## config.mk

```make
export PLATFORM = sky130hd
export DESIGN_NAME = mmio_uart_tx
export DESIGN_NICKNAME = d
export VERILOG_FILES = /design/src/rtl/mmio_uart_tx_pkg.sv /design/src/rtl/mmio_uart_tx_fifo.sv /design/src/rtl/mmio_uart_tx.sv
export SDC_FILE = /design/constraint.sdc
export NUM_CORES = 1
export LEC_CHECK = 0
export BUFFER_PORTS_ARGS = -buffer_cell sky130_fd_sc_hd__buf_2
export CAP_MARGIN = 20
export CORE_ASPECT_RATIO = 0.8
export CORE_MARGIN = 2
export CORE_UTILIZATION = 47
export DETAILED_ROUTE_END_ITERATION = 10
export PLACE_DENSITY_LB_ADDON = 0.25
export SLEW_MARGIN = 20
export SYNTH_ARGS = -nofsm -noshare
export SYNTH_HDL_FRONTEND = slang
export SYNTH_SLANG_ARGS = --single-unit
```

## constraint.sdc

```tcl
create_clock -name SYS_clk -period 3.5 [get_ports SYS_clk]
set_clock_uncertainty 0.15 [all_clocks]
set_input_delay 0.7 -clock SYS_clk [delete_from_list [all_inputs] [get_ports SYS_clk]]
set_output_delay 0.7 -clock SYS_clk [all_outputs]
set_load 0.005 [all_outputs]
```

## src/rtl/mmio_uart_tx_pkg.sv

```systemverilog
// Shared definitions for the memory-mapped UART transmitter: register
// offsets, STATUS bit positions, FSM encoding, access-length encodings and
// small decode/load-extension helpers.
package mmio_uart_tx_pkg;

    localparam int unsigned DATA_W  = 32;
    localparam int unsigned BYTE_W  = 8;
    localparam int unsigned COUNT_W = 3;

    // Access lengths, shared with the datapath load/store interface
    localparam logic [1:0] LEN_NONE = 2'b00;
    localparam logic [1:0] LEN_BYTE = 2'b01;
    localparam logic [1:0] LEN_HALF = 2'b10;
    localparam logic [1:0] LEN_WORD = 2'b11;

    // Register word index (address bits [3:2]) inside the window
    localparam logic [1:0] REG_TXDATA = 2'd0;   // offset 0x0
    localparam logic [1:0] REG_STATUS = 2'd1;   // offset 0x4
    localparam logic [1:0] REG_CTRL   = 2'd2;   // offset 0x8

    // STATUS bit positions
    localparam int unsigned ST_FULL      = 0;
    localparam int unsigned ST_EMPTY     = 1;
    localparam int unsigned ST_ACTIVE    = 2;
    localparam int unsigned ST_COUNT_LSB = 3;
    localparam int unsigned ST_OVERFLOW  = 6;

    typedef enum logic [1:0] {
        S_IDLE  = 2'd0,
        S_START = 2'd1,
        S_DATA  = 2'd2,
        S_STOP  = 2'd3
    } tx_state_e;

    // Window hit: same 16-byte block as base and one of the three registers
    function automatic logic in_window(input logic [DATA_W-1:0] addr,
                                       input logic [DATA_W-1:0] base);
        return (addr[31:4] == base[31:4]) && (addr[3:2] != 2'b11);
    endfunction

    // Narrow a register word to the load size with sign/zero extension
    function automatic logic [DATA_W-1:0] load_extend(input logic [DATA_W-1:0] raw,
                                                      input logic [1:0]        len,
                                                      input logic              sgn);
        logic [DATA_W-1:0] r;
        r = '0;
        case (len)
            LEN_BYTE: r = sgn ? {{24{raw[7]}}, raw[7:0]}   : {24'b0, raw[7:0]};
            LEN_HALF: r = sgn ? {{16{raw[15]}}, raw[15:0]} : {16'b0, raw[15:0]};
            LEN_WORD: r = raw;
            default:  r = '0;
        endcase
        return r;
    endfunction

endpackage

```

## src/rtl/mmio_uart_tx_fifo.sv

```systemverilog
// Synchronous TX byte FIFO for mmio_uart_tx.
// Ports:
//   SYS_clk, SYS_reset : clock, synchronous active-high reset
//   push, wdata        : enqueue request and byte
//   pop                : dequeue request (head is consumed on this edge)
//   head               : byte at the read pointer
//   count, full, empty : occupancy
// A push while full is accepted only if a pop happens on the same edge.
module uart_tx_fifo
    import mmio_uart_tx_pkg::*;
#(
    parameter int unsigned DEPTH = 4
) (
    input  logic               SYS_clk,
    input  logic               SYS_reset,
    input  logic               push,
    input  logic [BYTE_W-1:0]  wdata,
    input  logic               pop,
    output logic [BYTE_W-1:0]  head,
    output logic [COUNT_W-1:0] count,
    output logic               full,
    output logic               empty
);

    localparam int unsigned        PTR_W     = (DEPTH > 1) ? $clog2(DEPTH) : 1;
    localparam logic [PTR_W-1:0]   PTR_LAST  = PTR_W'(DEPTH - 1);
    localparam logic [COUNT_W-1:0] COUNT_MAX = COUNT_W'(DEPTH);

    logic [BYTE_W-1:0]  mem_q [DEPTH];
    logic [PTR_W-1:0]   wr_ptr_q;
    logic [PTR_W-1:0]   rd_ptr_q;
    logic [COUNT_W-1:0] count_q;
    logic               do_push;
    logic               do_pop;

    assign full    = (count_q == COUNT_MAX);
    assign empty   = (count_q == '0);
    assign count   = count_q;
    assign head    = mem_q[rd_ptr_q];
    assign do_pop  = pop && !empty;
    assign do_push = push && (!full || do_pop);

    // Pointers and occupancy
    always_ff @(posedge SYS_clk) begin
        if (SYS_reset) begin
            wr_ptr_q <= '0;
            rd_ptr_q <= '0;
            count_q  <= '0;
        end else begin
            if (do_push) begin
                wr_ptr_q <= (wr_ptr_q == PTR_LAST) ? '0 : wr_ptr_q + PTR_W'(1);
            end
            if (do_pop) begin
                rd_ptr_q <= (rd_ptr_q == PTR_LAST) ? '0 : rd_ptr_q + PTR_W'(1);
            end
            case ({do_push, do_pop})
                2'b10:   count_q <= count_q + COUNT_W'(1);
                2'b01:   count_q <= count_q - COUNT_W'(1);
                default: count_q <= count_q;
            endcase
        end
    end

    // Storage; contents are don't-care while empty, so no reset
    always_ff @(posedge SYS_clk) begin
        if (do_push) begin
            mem_q[wr_ptr_q] <= wdata;
        end
    end

endmodule

```

## src/rtl/mmio_uart_tx.sv

```systemverilog
// Memory-mapped 8N1 UART transmitter on the CPU data-memory interface.
// Ports:
//   SYS_clk, SYS_reset       : clock, synchronous active-high reset
//   MEM_write_length/data/address : store from the datapath (TXDATA push,
//                              STATUS overflow clear, CTRL enable)
//   MEM_read_length/signed/address : load from the datapath
//   MEM_read_data, MEM_read_hit : combinational load response
//   UART_tx                  : serial line, idles high
//   UART_busy                : FSM active or FIFO holding bytes
module mmio_uart_tx
    import mmio_uart_tx_pkg::*;
#(
    parameter logic [31:0] BASE_ADDRESS = 32'hFFFF_0000,
    parameter int unsigned CLKS_PER_BIT = 16,
    parameter int unsigned FIFO_DEPTH   = 4
) (
    input  logic              SYS_clk,
    input  logic              SYS_reset,
    input  logic [1:0]        MEM_write_length,
    input  logic [DATA_W-1:0] MEM_write_data,
    input  logic [DATA_W-1:0] MEM_write_address,
    input  logic [1:0]        MEM_read_length,
    input  logic              MEM_read_signed,
    input  logic [DATA_W-1:0] MEM_read_address,
    output logic [DATA_W-1:0] MEM_read_data,
    output logic              MEM_read_hit,
    output logic              UART_tx,
    output logic              UART_busy
);

    localparam int unsigned       BAUD_W    = $clog2(CLKS_PER_BIT);
    localparam logic [BAUD_W-1:0] BAUD_LAST = BAUD_W'(CLKS_PER_BIT - 1);

    // Store decode
    logic       wr_hit;
    logic [1:0] wr_reg;
    logic       push;
    logic       ovf_clr;
    logic       ctrl_wr;

    assign wr_hit  = in_window(MEM_write_address, BASE_ADDRESS) && (MEM_write_length != LEN_NONE);
    assign wr_reg  = MEM_write_address[3:2];
    assign push    = wr_hit && (wr_reg == REG_TXDATA);
    assign ovf_clr = wr_hit && (wr_reg == REG_STATUS);
    assign ctrl_wr = wr_hit && (wr_reg == REG_CTRL);

    // FIFO
    logic [BYTE_W-1:0]  fifo_head;
    logic [COUNT_W-1:0] fifo_count;
    logic               fifo_full;
    logic               fifo_empty;
    logic               pop;

    uart_tx_fifo #(
        .DEPTH (FIFO_DEPTH)
    ) u_fifo (
        .SYS_clk   (SYS_clk),
        .SYS_reset (SYS_reset),
        .push      (push),
        .wdata     (MEM_write_data[7:0]),
        .pop       (pop),
        .head      (fifo_head),
        .count     (fifo_count),
        .full      (fifo_full),
        .empty     (fifo_empty)
    );

    // Control/status registers
    logic enable_q;
    logic overflow_q;

    always_ff @(posedge SYS_clk) begin
        if (SYS_reset) begin
            enable_q   <= 1'b1;
            overflow_q <= 1'b0;
        end else begin
            if (ctrl_wr) begin
                enable_q <= MEM_write_data[0];
            end
            // A full push is only lost when no pop frees a slot on this edge
            if (ovf_clr) begin
                overflow_q <= 1'b0;
            end else if (push && fifo_full && !pop) begin
                overflow_q <= 1'b1;
            end
        end
    end

    // Transmit FSM
    tx_state_e         state_q,   state_d;
    logic [BAUD_W-1:0] baud_q,    baud_d;
    logic [2:0]        bit_idx_q, bit_idx_d;
    logic [BYTE_W-1:0] shift_q,   shift_d;
    logic              tx_q,      tx_d;
    logic              baud_last;
    logic              can_pop;

    assign baud_last = (baud_q == BAUD_LAST);
    assign can_pop   = enable_q && !fifo_empty;

    always_ff @(posedge SYS_clk) begin
        if (SYS_reset) begin
            state_q   <= S_IDLE;
            baud_q    <= '0;
            bit_idx_q <= '0;
            shift_q   <= '0;
            tx_q      <= 1'b1;
        end else begin
            state_q   <= state_d;
            baud_q    <= baud_d;
            bit_idx_q <= bit_idx_d;
            shift_q   <= shift_d;
            tx_q      <= tx_d;
        end
    end

    // tx_d is the line level for the state being entered, so the registered
    // UART_tx changes on the same edge as the state
    always_comb begin
        state_d   = state_q;
        baud_d    = baud_q;
        bit_idx_d = bit_idx_q;
        shift_d   = shift_q;
        tx_d      = tx_q;
        pop       = 1'b0;

        case (state_q)
            S_IDLE: begin
                baud_d = '0;
                tx_d   = 1'b1;
                if (can_pop) begin
                    pop     = 1'b1;
                    shift_d = fifo_head;
                    state_d = S_START;
                    tx_d    = 1'b0;
                end
            end
            S_START: begin
                if (baud_last) begin
                    baud_d    = '0;
                    bit_idx_d = '0;
                    state_d   = S_DATA;
                    tx_d      = shift_q[0];
                end else begin
                    baud_d = baud_q + BAUD_W'(1);
                end
            end
            S_DATA: begin
                if (baud_last) begin
                    baud_d = '0;
                    if (bit_idx_q == 3'd7) begin
                        state_d = S_STOP;
                        tx_d    = 1'b1;
                    end else begin
                        bit_idx_d = bit_idx_q + 3'd1;
                        shift_d   = {1'b0, shift_q[7:1]};
                        tx_d      = shift_q[1];
                    end
                end else begin
                    baud_d = baud_q + BAUD_W'(1);
                end
            end
            S_STOP: begin
                if (baud_last) begin
                    baud_d = '0;
                    // Chain straight into the next start bit: no idle gap
                    if (can_pop) begin
                        pop     = 1'b1;
                        shift_d = fifo_head;
                        state_d = S_START;
                        tx_d    = 1'b0;
                    end else begin
                        state_d = S_IDLE;
                        tx_d    = 1'b1;
                    end
                end else begin
                    baud_d = baud_q + BAUD_W'(1);
                end
            end
            default: begin
                state_d = S_IDLE;
                tx_d    = 1'b1;
            end
        endcase
    end

    assign UART_tx   = tx_q;
    // Derived only from registered state
    assign UART_busy = (state_q != S_IDLE) || !fifo_empty;

    // Load path: side-effect free, combinational from registered state
    logic [1:0]        rd_reg;
    logic [DATA_W-1:0] status_word;
    logic [DATA_W-1:0] rd_raw;

    always_comb begin
        status_word                                 = '0;
        status_word[ST_FULL]                        = fifo_full;
        status_word[ST_EMPTY]                       = fifo_empty;
        status_word[ST_ACTIVE]                      = (state_q != S_IDLE);
        status_word[ST_COUNT_LSB +: COUNT_W]        = fifo_count;
        status_word[ST_OVERFLOW]                    = overflow_q;
    end

    assign rd_reg       = MEM_read_address[3:2];
    assign MEM_read_hit = in_window(MEM_read_address, BASE_ADDRESS);

    always_comb begin
        rd_raw = '0;
        case (rd_reg)
            REG_STATUS: rd_raw = status_word;
            REG_CTRL:   rd_raw = {31'b0, enable_q};
            default:    rd_raw = '0;
        endcase
    end

    assign MEM_read_data = MEM_read_hit ? load_extend(rd_raw, MEM_read_length, MEM_read_signed) : '0;

    // Byte lanes and address bits the register file does not look at
    logic unused_bits;
    assign unused_bits = ^{MEM_write_data[31:8], MEM_write_address[1:0], MEM_read_address[1:0]};

endmodule

```

After elaboration in Yosys (flattened, before gate mapping)
Memory sizes are Yosys's and may differ from the RTL's. A register that Yosys moved wholly into a read port is not among the register bits.
Index checks and enable logic that the tools add are counted.
{ "totals": {"regBits": 27, "latch_bits": 0, "ram_bits": 32, "rom_bits": 0, "inputBits": 103, "output_inout_bits": 35, "mem_count": 1} }
{ "memory_table": {"columns": ["memory", "words", "width", "read_ports", "rd_clocked_by_memory_dff", "write_ports", "line_no", "source"], "rows": [
  ["u_fifo.mem_q", 4, 8, 1, 1, 1, "mmio_uart_tx_fifo.sv:29", "logic [BYTE_W-1:0] mem_q [DEPTH];"]
]} }
{ "classes": {"add_sub_neg": 6, "mul": 0, "div_mod_pow": 0, "n_lt_le_gt_ge": 0, "eq_ne": 27, "shift": 0, "mux": 39, "bitwise_logic": 0, "n_reduce_logical": 30} }
{ "ops": {"columns": ["op", "n"], "rows": [
  ["32-bit 2-to-1 mux", 3],
  ["32-bit one-hot mux with 3 select lines", 1],
  ["28-bit equality test (second input constant)", 2],
  ["8-bit 2-to-1 mux", 4],
  ["8-bit one-hot mux with 3 select lines", 1],
  ["2-bit equality test (second input constant)", 9],
  ["2-bit 2-to-1 mux", 9],
  ["2-bit != test (second input constant)", 8],
  ["7-bit one-hot mux with 2 select lines", 1],
  ["3-bit one-hot mux with 2 select lines", 2],
  ["1-bit logical AND", 11],
  ["2-bit by 1-bit equality test with 1-bit output (second input constant)", 5],
  ["1-bit 2-to-1 mux", 10],
  ["3-bit 2-to-1 mux", 3],
  ["2-bit one-hot mux with 4 select lines", 1],
  ["4-bit one-hot mux with 2 select lines", 1],
  ["4-bit AND reduction", 2],
  ["2-bit nonzero test", 4],
  ["3-bit by 1-bit adder with 3-bit output (second input constant)", 2],
  ["3-bit equality test (second input constant)", 2],
  ["5-bit AND reduction", 1],
  ["2-bit by 1-bit adder with 2-bit output (second input constant)", 2],
  ["4-bit by 1-bit adder with 4-bit output (second input constant)", 1],
  ["4-bit equality test (second input constant)", 1],
  ["other kinds (12)", 16]
]} }

Longest topological paths before layout
Gate-level depths: netlist of run 1.
{ "depth": {"word_depth": 11, "depth_mapped": 11} }

Cells and area by module
From an unflattened synthesis of run 1, not the netlist that was laid out.
{ "hier_totals": {"hier_cells": 272, "area_unflattened_um2": 3196.8} }
{ "modules_own_cells": {"columns": ["module", "instances", "cells_per_inst", "area_per_inst_um2", "seq_area_each_um2"], "rows": [
  ["uart_tx_fifo", 1, 94, 1649.1, 1141.1],
  ["mmio_uart_tx", 1, 178, 1547.7, 400.4]
]} }

Worst setup path before layout of run 1
Ideal clock, no wire load.
{ "synth_path": {"kind": "input to register", "startpoint": "input port MEM_write_address[5]", "endpoint": "register u_fifo.count_q[1], in the netlist u_fifo.count[1]", "setup_ps": 71, "arrival_ps": 2979, "required_ps": 3279, "setup_slack_ps": 300, "path_stages": 8, "n_path_buf": 0, "cell_sequence": "or4b_1 or4_4 nor4_4 nor2_2 inv_1 fa_1 a311o_1 a21oi_1"} }
{ "synth_via": {"elab_chain_cells": 7} }
{ "synth_lines": {"columns": ["element", "line_no", "source"], "rows": [
  ["from (decl)", "mmio_uart_tx.sv:21", "input logic [DATA_W-1:0] MEM_write_address,"],
  ["28-bit equality test *", "mmio_uart_tx_pkg.sv:38", "return (addr[31:4] == base[31:4]) && (addr[3:2] != 2'b11);"],
  ["1-bit logical AND *", "mmio_uart_tx_pkg.sv:38", null],
  ["1-bit logical AND *", "mmio_uart_tx.sv:41", "assign wr_hit = in_window(MEM_write_address, BASE_ADDRESS) && (MEM_write_length != LEN_NONE);"],
  ["1-bit logical AND *", "mmio_uart_tx.sv:43", "assign push = wr_hit && (wr_reg == REG_TXDATA);"],
  ["1-bit logical AND *", "mmio_uart_tx_fifo.sv:41", "assign do_push = push && (!full || do_pop);"],
  ["2-bit by 1-bit equality test with 1-bit output or 2-bit equality test (tied branches)", "mmio_uart_tx_fifo.sv:56", "case ({do_push, do_pop})"],
  ["3-bit one-hot mux with 2 select lines or 2-bit nonzero test (tied branches)", null, null],
  ["to (signal assigned)", "mmio_uart_tx_fifo.sv:57", "2'b10: count_q <= count_q + COUNT_W'(1);"],
  ["to (signal assigned)", "mmio_uart_tx_fifo.sv:58", "2'b01: count_q <= count_q - COUNT_W'(1);"],
  ["to (signal assigned)", "mmio_uart_tx_fifo.sv:59", "default: count_q <= count_q;"],
  ["to (decl)", "mmio_uart_tx_fifo.sv:32", "logic [COUNT_W-1:0] count_q;"]
]} }
Every way passes the cells marked *; elsewhere a longest branch is shown, timed or not.
A chain may end at the register's enable or synchronous reset.

Final worst setup path of run 1
{ "layout_path": {"startpoint": "input port MEM_read_address[12]", "endpoint": "output port MEM_read_data[0]"} }
{ "layout_via": {"elab_chain_cells": 3} }
{ "layout_lines": {"columns": ["element", "line_no", "source"], "rows": [
  ["from (decl)", "mmio_uart_tx.sv:24", "input logic [DATA_W-1:0] MEM_read_address,"],
  ["28-bit equality test", "mmio_uart_tx_pkg.sv:38", null],
  ["1-bit logical AND", "mmio_uart_tx_pkg.sv:38", null],
  ["32-bit 2-to-1 mux", "mmio_uart_tx.sv:217", "assign MEM_read_data = MEM_read_hit ? load_extend(rd_raw, MEM_read_length, MEM_read_signed) : '0;"],
  ["to (decl)", "mmio_uart_tx.sv:25", "output logic [DATA_W-1:0] MEM_read_data,"]
]} }
Every way passes these cells.

==> results.py, run 1 <==
metrics = {
    "cts": {
        "numCtsBuffers": 9,
        "cts_max_level": 3,
        "clock_sinks": 61,
        "clk_latency_ps": 340,
        "cts_resized": 0,
        "cts.clk_slew.worst_paths_ps": 70,
        "tritoncts": "yes",
        "cts_buffer_depth": 2,
        "cts-hold-fix-buffers": 0,
        "cts_root_buffer": "clkbuf_8",
        "cts_setup_buffers": 0,
    },
    "floorplan": {
        "start_util_pct": 48.7,
        "die_x_um": 95.1,
        "fp-row-count": 26,
        "die_y_um": 76.9,
        "core_um2": 6410,
        "ios": 138,
        "die-area_um2": 7320,
    },
    "global_routing": {
        "grt_pass1_wl_um": 10200,
        "antenna_found_initial": 0,
        "grt_pass1_vias": 2183,
        "gr-usage-all-layers_pct": 18.0,
        "grt_max_degree": 27,
        "grt_overflow": 0,
    },
    "yosys": {
        "synth_area_leaders": "edfxtp_1 31%, dfxtp_1 19%, ha_1 6.4%, buf_4 6.0%, mux4_2 5.8%",
        "synth-edff-count": 32,
        "yosysWarnings": 0,
        "ys_types": 49,
        "synth_top_area_cell": "edfxtp_1",
        "syn-mean-instance-area_um2": 11.4,
        "synth_area_um2": 3120,
        "synth-seq-area-share_pct": 49.4,
        "synth.most_common_cell": "edfxtp_1",
        "synthTopCellsByCount": "32 x edfxtp_1, 29 x dfxtp_1, 26 x nor2_1, 25 x buf_4, 16 x ha_1",
        "ys_seq_elements": 61,
        "async_flop_share_pct": 0,
        "syn_inst": 273,
        "synth_top_area_share_pct": 30.8,
        "synth-main-ff-cell": "edfxtp_1",
    },
    "placement": {
        "placed_area_um2": 3590,
        "io_buffers": 83,
        "gp_congestion": 0.771,
        "dp_cells": 434,
        "hpwlAfterDp_um": 4460,
    },
    "drt": {
        "vias": 2281,
        "antenna_left": 0,
        "totalWireLength_um": 6070,
        "wl_per_cell_um": 13.5,
        "drt_iter0_drc": 63,
        "drc": 0,
        "dr.pass1.iters": 4,
        "vias_per_cell": 5.07,
    },
    "sta": {
        "fmax_mhz": 324,
        "worst_pin_slew_ps": 863,
        "hold_violations": 0,
        "maxSlewViolCount": 0,
        "period_share_pct": 88.1,
        "worst_hold_slack_ps": 306,
        "rsz0062_at_grt": "no",
        "fin_setup_tns_ps": 0,
        "final.min_clock_period_ps": 3080,
        "relSlewSlack_pct": 42.2,
        "setup_viol": 0,
    },
    "finish": {
        "diodes": 0,
        "postLayoutCellArea_um2": 3810,
        "nets": 481,
        "final_cell_count_no_fill": 450,
        "area_delta_synth_final_pct": 22.1,
        "drive_above_1_share_pct": 31.4,
    },
    "power_and_ir_drop": {
        "power_frac_clock_pct": 41.8,
        "leakage_nw": 1.50,
        "p_total_mw": 1.67,
        "p_sw_share_pct": 24.7,
        "seqPwrFrac_pct": 46.6,
        "p_per_area_nw_per_um2": 438,
        "ir_drop_uv": 353,
        "share_comb_of_total_power_pct": 11.6,
        "p_sw_uw": 412,
        "p_int_mw": 1.26,
    },
    "setup_path": {
        "arrival_ps": 2230,
        "cpLargestDelayFamily": "simple AND/OR/NAND/NOR gates",
        "end_kind": "output port",
        "path_max_fanout": 5,
        "start_kind": "input pin",
        "cpMostUsedCell": "buf_2",
        "critical-path-max-stage-delay_ps": 380,
        "worstPathCellList": "buf_2 -> nor4b_1 -> nand4_1 -> nor4_1 -> o21a_1 -> nor3b_1 -> buf_2",
        "setup.worst_path.class": "input pin to output port",
        "required_ps": 2650,
        "path_buf_inv": 2,
        "critPathSlowestCell": "nor4_1",
    },
    "job": {
        "cap_violations": 0,
    },
    "run_status": {
        "status": "finished, final reports clean",
    },
    "min_path": {
        "hold_class": "flip-flop to flip-flop",
    },
}
## logic make-up after synthesis
family,Yosys count,synth area share (%)
AOI/OAI and AO/OA,39,8.41
xor gates and xnor gates,2,0.561
adders and majority gates,17,7.05
buffers and inverters,45,8.45
DFF,61,49.4
muxes,22,10.3
other,1,0.120
and+or+nand+nor,86,15.7
## state kept, by name, indices dropped and copies added (netlist names), named ones only
| signal | flops |
|---|---|
| u_fifo.wr_ptr_q | 2 |
| enable_q | 1 |
| u_fifo.count | 3 |
| shift_q | 8 |
| UART_tx | 1 |
| u_fifo.rd_ptr_q | 2 |
| bit_idx_q | 3 |
| state_q | 2 |
| overflow_q | 1 |
| baud_q | 4 |
| u_fifo.mem_q | 32 |
## final cells by class
cell class / instances / area, um^2
flip-flops and latches: 61 / 1540
well taps: 84 / 105
inverters: 11 / 41.3
clock buffers: 10 / 128
repair buffers: 87 / 495
fillers: 543 / 2590
multi-input cells: 191 / 1410
clock inverters: 6 / 95.1
## through the flow
stage | worst slack (ps) | util [%]
global route | 275 | 59.5
floorplan | 300 | -
CTS | 438 | 59.5
global placement | 135 | 56.0
finish | 417 | 59.5
detailed placement | 110 | 56.0
## cell usage in the layout (no fill, tap or decap), drive strengths merged, types with 3 or more instances in the layout
cell	Yosys	final
buf	26	87
edfxtp	32	32
dfxtp	29	29
nor2	27	27
conb	1	25
ha	16	16
mux2i	13	13
a21oi	12	12
inv	11	12
nand2	10	10
clkbuf	8	10
a211oi	9	9
nand4	8	8
mux4	8	8
o21ai	7	7
nor3	6	6
and3	5	5
and2	5	5
nor4	5	5
nor4b	4	4
nand3	3	3
clkinv	0	3
## power by group through the flow
stage	sequential (mW)	clock (mW)	combinational [mW]
after global placement	0.793	0	0.187
final	0.778	0.698	0.194
after floorplan	0.791	0	0.134
after global routing	0.780	0.740	0.222
after detailed placement	0.794	0	0.194
after CTS	0.778	0.711	0.195
## final timing paths
check                                         to                  from  cells after the start  slack [ps]
worst max-delay path            MEM_read_data[0]  MEM_read_address[12]                      7         420
worst min register to register         baud_q[0]             baud_q[0]                      1         310
worst max register to register   u_fifo.count[2]            state_q[1]                      8         600
worst min-delay path                   baud_q[0]             baud_q[0]                      1         310
## worst reg2reg max path, cell delays in order, from the launching register on
cell	delay, ps
dfxtp_1	400
inv_1	100
ha_1	390
or3_1	550
nor2_2	200
inv_1	70
fa_1	380
mux2i_1	200
mux2_1	330
## metal layers
layer | track usage [%] | routed length, um
met1 | 22.7 | 2730
met2 | 29.2 | 2960
met3 | 6.58 | 334
met4 | 4.35 | 42
met5 | 0 | 0
Note: power is estimated with default switching activity, not from simulation.
==> run 2, diff against run 1 <==
--- a/config.mk
+++ b/config.mk
@@ -5,11 +5,12 @@
 export SDC_FILE = /design/constraint.sdc
 export NUM_CORES = 1
 export LEC_CHECK = 0
+export ABC_AREA = 1
 export BUFFER_PORTS_ARGS = -buffer_cell sky130_fd_sc_hd__buf_2
 export CAP_MARGIN = 20
 export CORE_ASPECT_RATIO = 0.8
 export CORE_MARGIN = 2
-export CORE_UTILIZATION = 47
+export CORE_UTILIZATION = 48
 export DETAILED_ROUTE_END_ITERATION = 10
 export PLACE_DENSITY_LB_ADDON = 0.25
 export SLEW_MARGIN = 20
==> run 2 against run 1 <==
  * Synthesized cell count grew 39%
  * Worst hold slack is essentially flat
  * Cell count grew 24%
==> results.py, run 2 <==
metrics = {
    "yosys": {
        "syn_inst": 380,
        "synth_top_area_cell": "edfxtp_1",
        "yosysWarnings": 0,
        "ys_types": 41,
        "syn-mean-instance-area_um2": 8.58,
        "synth-edff-count": 32,
        "async_flop_share_pct": 0,
        "synth.most_common_cell": "nor2_1",
        "synth_top_area_share_pct": 29.5,
        "synth_area_leaders": "edfxtp_1 29%, dfxtp_1 18%, nor2_1 7.3%, ha_1 6.1%, nand2_1 5.9%",
        "synth-seq-area-share_pct": 47.3,
        "synthTopCellsByCount": "63 x nor2_1, 51 x nand2_1, 46 x inv_1, 36 x o21ai_0, 32 x edfxtp_1",
        "synth-main-ff-cell": "edfxtp_1",
        "ys_seq_elements": 61,
        "synth_area_um2": 3260,
    },
    "drt": {
        "dr_wl_met3_um": 387,
        "vias": 2632,
        "dr.pass1.iters": 4,
        "vias_per_cell": 4.70,
        "drt_iter0_drc": 128,
        "top_layer": "met4",
        "drc": 0,
        "antenna_left": 0,
        "route.met2.wl_um": 2970,
        "wl_per_cell_um": 11.5,
        "totalWireLength_um": 6420,
        "drt-met1-wl_um": 3000,
    },
    "cts": {
        "cts_buffer_depth": 2,
        "numCtsBuffers": 9,
        "tritoncts": "yes",
        "cts-hold-fix-buffers": 0,
        "cts.clk_slew.worst_paths_ps": 70,
        "clk_latency_ps": 340,
        "cts_max_level": 3,
        "cts_root_buffer": "clkbuf_8",
        "cts_setup_buffers": 0,
        "cts_resized": 0,
        "clock_sinks": 61,
    },
    "global_routing": {
        "gr-usage-all-layers_pct": 19.1,
        "grt_overflow": 0,
        "grt_pass1_vias": 2430,
        "antenna_found_initial": 0,
        "grt_pass1_wl_um": 11000,
        "grt_max_degree": 19,
    },
    "setup_path": {
        "critical-path-max-stage-delay_ps": 280,
        "cpLargestDelayFamily": "simple AND/OR/NAND/NOR gates",
        "reg2reg_setup_slack_ps": 1190,
        "end_kind": "output port",
        "critPathSlowestCell": "nor4_1",
        "worstPathCellList": "buf_2 -> ha_1 -> nand3b_1 -> nor4_1 -> nand2_1 -> inv_1 -> nand2_1 -> nor2_1 -> buf_2",
        "r2r_cells": 11,
        "path_buf_inv": 3,
        "required_ps": 2650,
        "reg2reg_to": "u_fifo.count[2]",
        "r2r-start": "state_q[0]",
        "cp-startpoint": "MEM_read_address[2]",
        "start_kind": "input pin",
        "arrival_ps": 2010,
        "setup.worst_path.class": "input pin to output port",
        "path_max_fanout": 6,
    },
    "min_path": {
        "holdPathEnd": "baud_q[0]",
        "hold_depth": 1,
        "hold_class": "flip-flop to flip-flop",
        "min_from": "baud_q[0]",
    },
    "sta": {
        "period_share_pct": 81.8,
        "setup_ws_ps": 637,
        "maxSlewViolCount": 0,
        "relSlewSlack_pct": 65.2,
        "rsz0062_at_grt": "no",
        "final.min_clock_period_ps": 2860,
        "setup_viol": 0,
        "fin_setup_tns_ps": 0,
        "fmax_mhz": 349,
        "hold_violations": 0,
        "worst_pin_slew_ps": 522,
        "worst_hold_slack_ps": 306,
    },
    "finish": {
        "nets": 591,
        "layout_commonest_cell": "buf_2",
        "area_delta_synth_final_pct": 18.4,
        "top_regs": "u_fifo.mem_q (32), shift_q (8), baud_q (4)",
        "regMostFlops": "u_fifo.mem_q",
        "postLayoutCellArea_um2": 3860,
        "drive_above_1_share_pct": 26.1,
        "layout_common_cells": "83 x buf_2, 63 x nor2_1, 51 x nand2_1",
        "fill_cells": 586,
        "final_cell_count_no_fill": 560,
        "largest_reg_flops": 32,
        "diodes": 0,
        "regArea_um2": 1540,
        "multiInputGateArea_um2": 1400,
    },
    "placement": {
        "dp_cells": 544,
        "io_buffers": 83,
        "dp_slack_ps": 645,
        "hpwlAfterDp_um": 4940,
        "placed_area_um2": 3680,
        "gp_congestion": 0.798,
    },
    "floorplan": {
        "ios": 138,
        "start_util_pct": 50.3,
        "fp-row-count": 26,
        "core_um2": 6470,
        "die-area_um2": 7470,
        "die_y_um": 77.7,
        "die_x_um": 96.1,
    },
    "power_and_ir_drop": {
        "ir_drop_uv": 362,
        "leakage_nw": 1.79,
        "p_per_area_nw_per_um2": 535,
    },
    "job": {
        "cap_violations": 0,
    },
    "run_status": {
        "status": "finished, final reports clean",
    },
}
## run 2: cell types whose count changed after synthesis, moves of 6 or more
cell      before  now
a31oi_1        1    7
nor2_1        26   63
nand3_1        3    9
mux2i_1       13    0
o21ai_0        7   36
a211oi_1       9    1
clkbuf_1       8    2
nand2_1       10   51
inv_1         11   46
o22ai_1        0    7
mux4_2         8    0
## run 2: cell families after synthesis
| group | Yosys count | share of synthesized area [%] |
|---|---|---|
| compound gates | 70 | 12.3 |
| xor+xnor | 1 | 0.269 |
| fa+ha+maj | 17 | 6.76 |
| buf+inv | 83 | 12.7 |
| flops | 61 | 47.3 |
| other cells | 1 | 0.115 |
| simple gates | 147 | 20.6 |
## run 2: how the worst max path moves through the flow
stage,to,slack [ps],depth (start not counted)
2_1_floorplan,MEM_read_data[1],990,7
3_3_place_gp,MEM_read_data[4],700,9
3_5_place_dp,MEM_read_data[4],650,9
4_1_cts,MEM_read_data[4],620,9
5_1_grt,MEM_read_data[4],440,9
6_report,MEM_read_data[4],640,9
## run 2: per-layer routing
metal / up-vias / track usage, %
li1: 1391 / -
met2: 72 / 29.2
met5: - / 0
met1: 1163 / 25.5
met4: 0 / 5.86
met3: 6 / 6.80
## run 2: where the power goes
| part | switching (mW) | leakage [nW] | internal, mW | total [mW] |
|---|---|---|---|---|
| Clock | 0.286 | 0.0872 | 0.258 | 0.544 |
| Combinational | 0.406 | 1.18 | 0.234 | 0.640 |
| Sequential | 0.0565 | 0.525 | 0.826 | 0.882 |
| Total | 0.748 | 1.79 | 1.32 | 2.07 |
## run 2: cell type report
class / count / area share (%)
sequential: 61 / 39.9
multi-input combinational: 260 / 36.1
timing repair buffer: 87 / 11.5
inverter: 52 / 5.12
clock buffer: 9 / 3.21
tap: 84 / 2.72
clock inverter: 7 / 1.33
## run 2: per-stage QoR
step           utilization [%]  power (mW)
3_5_place_dp              56.9        1.54
3_3_place_gp              56.9        1.52
6_report                  59.6        2.07
2_1_floorplan                -        1.39
4_1_cts                   59.6        2.09
5_1_grt                   59.6        2.23
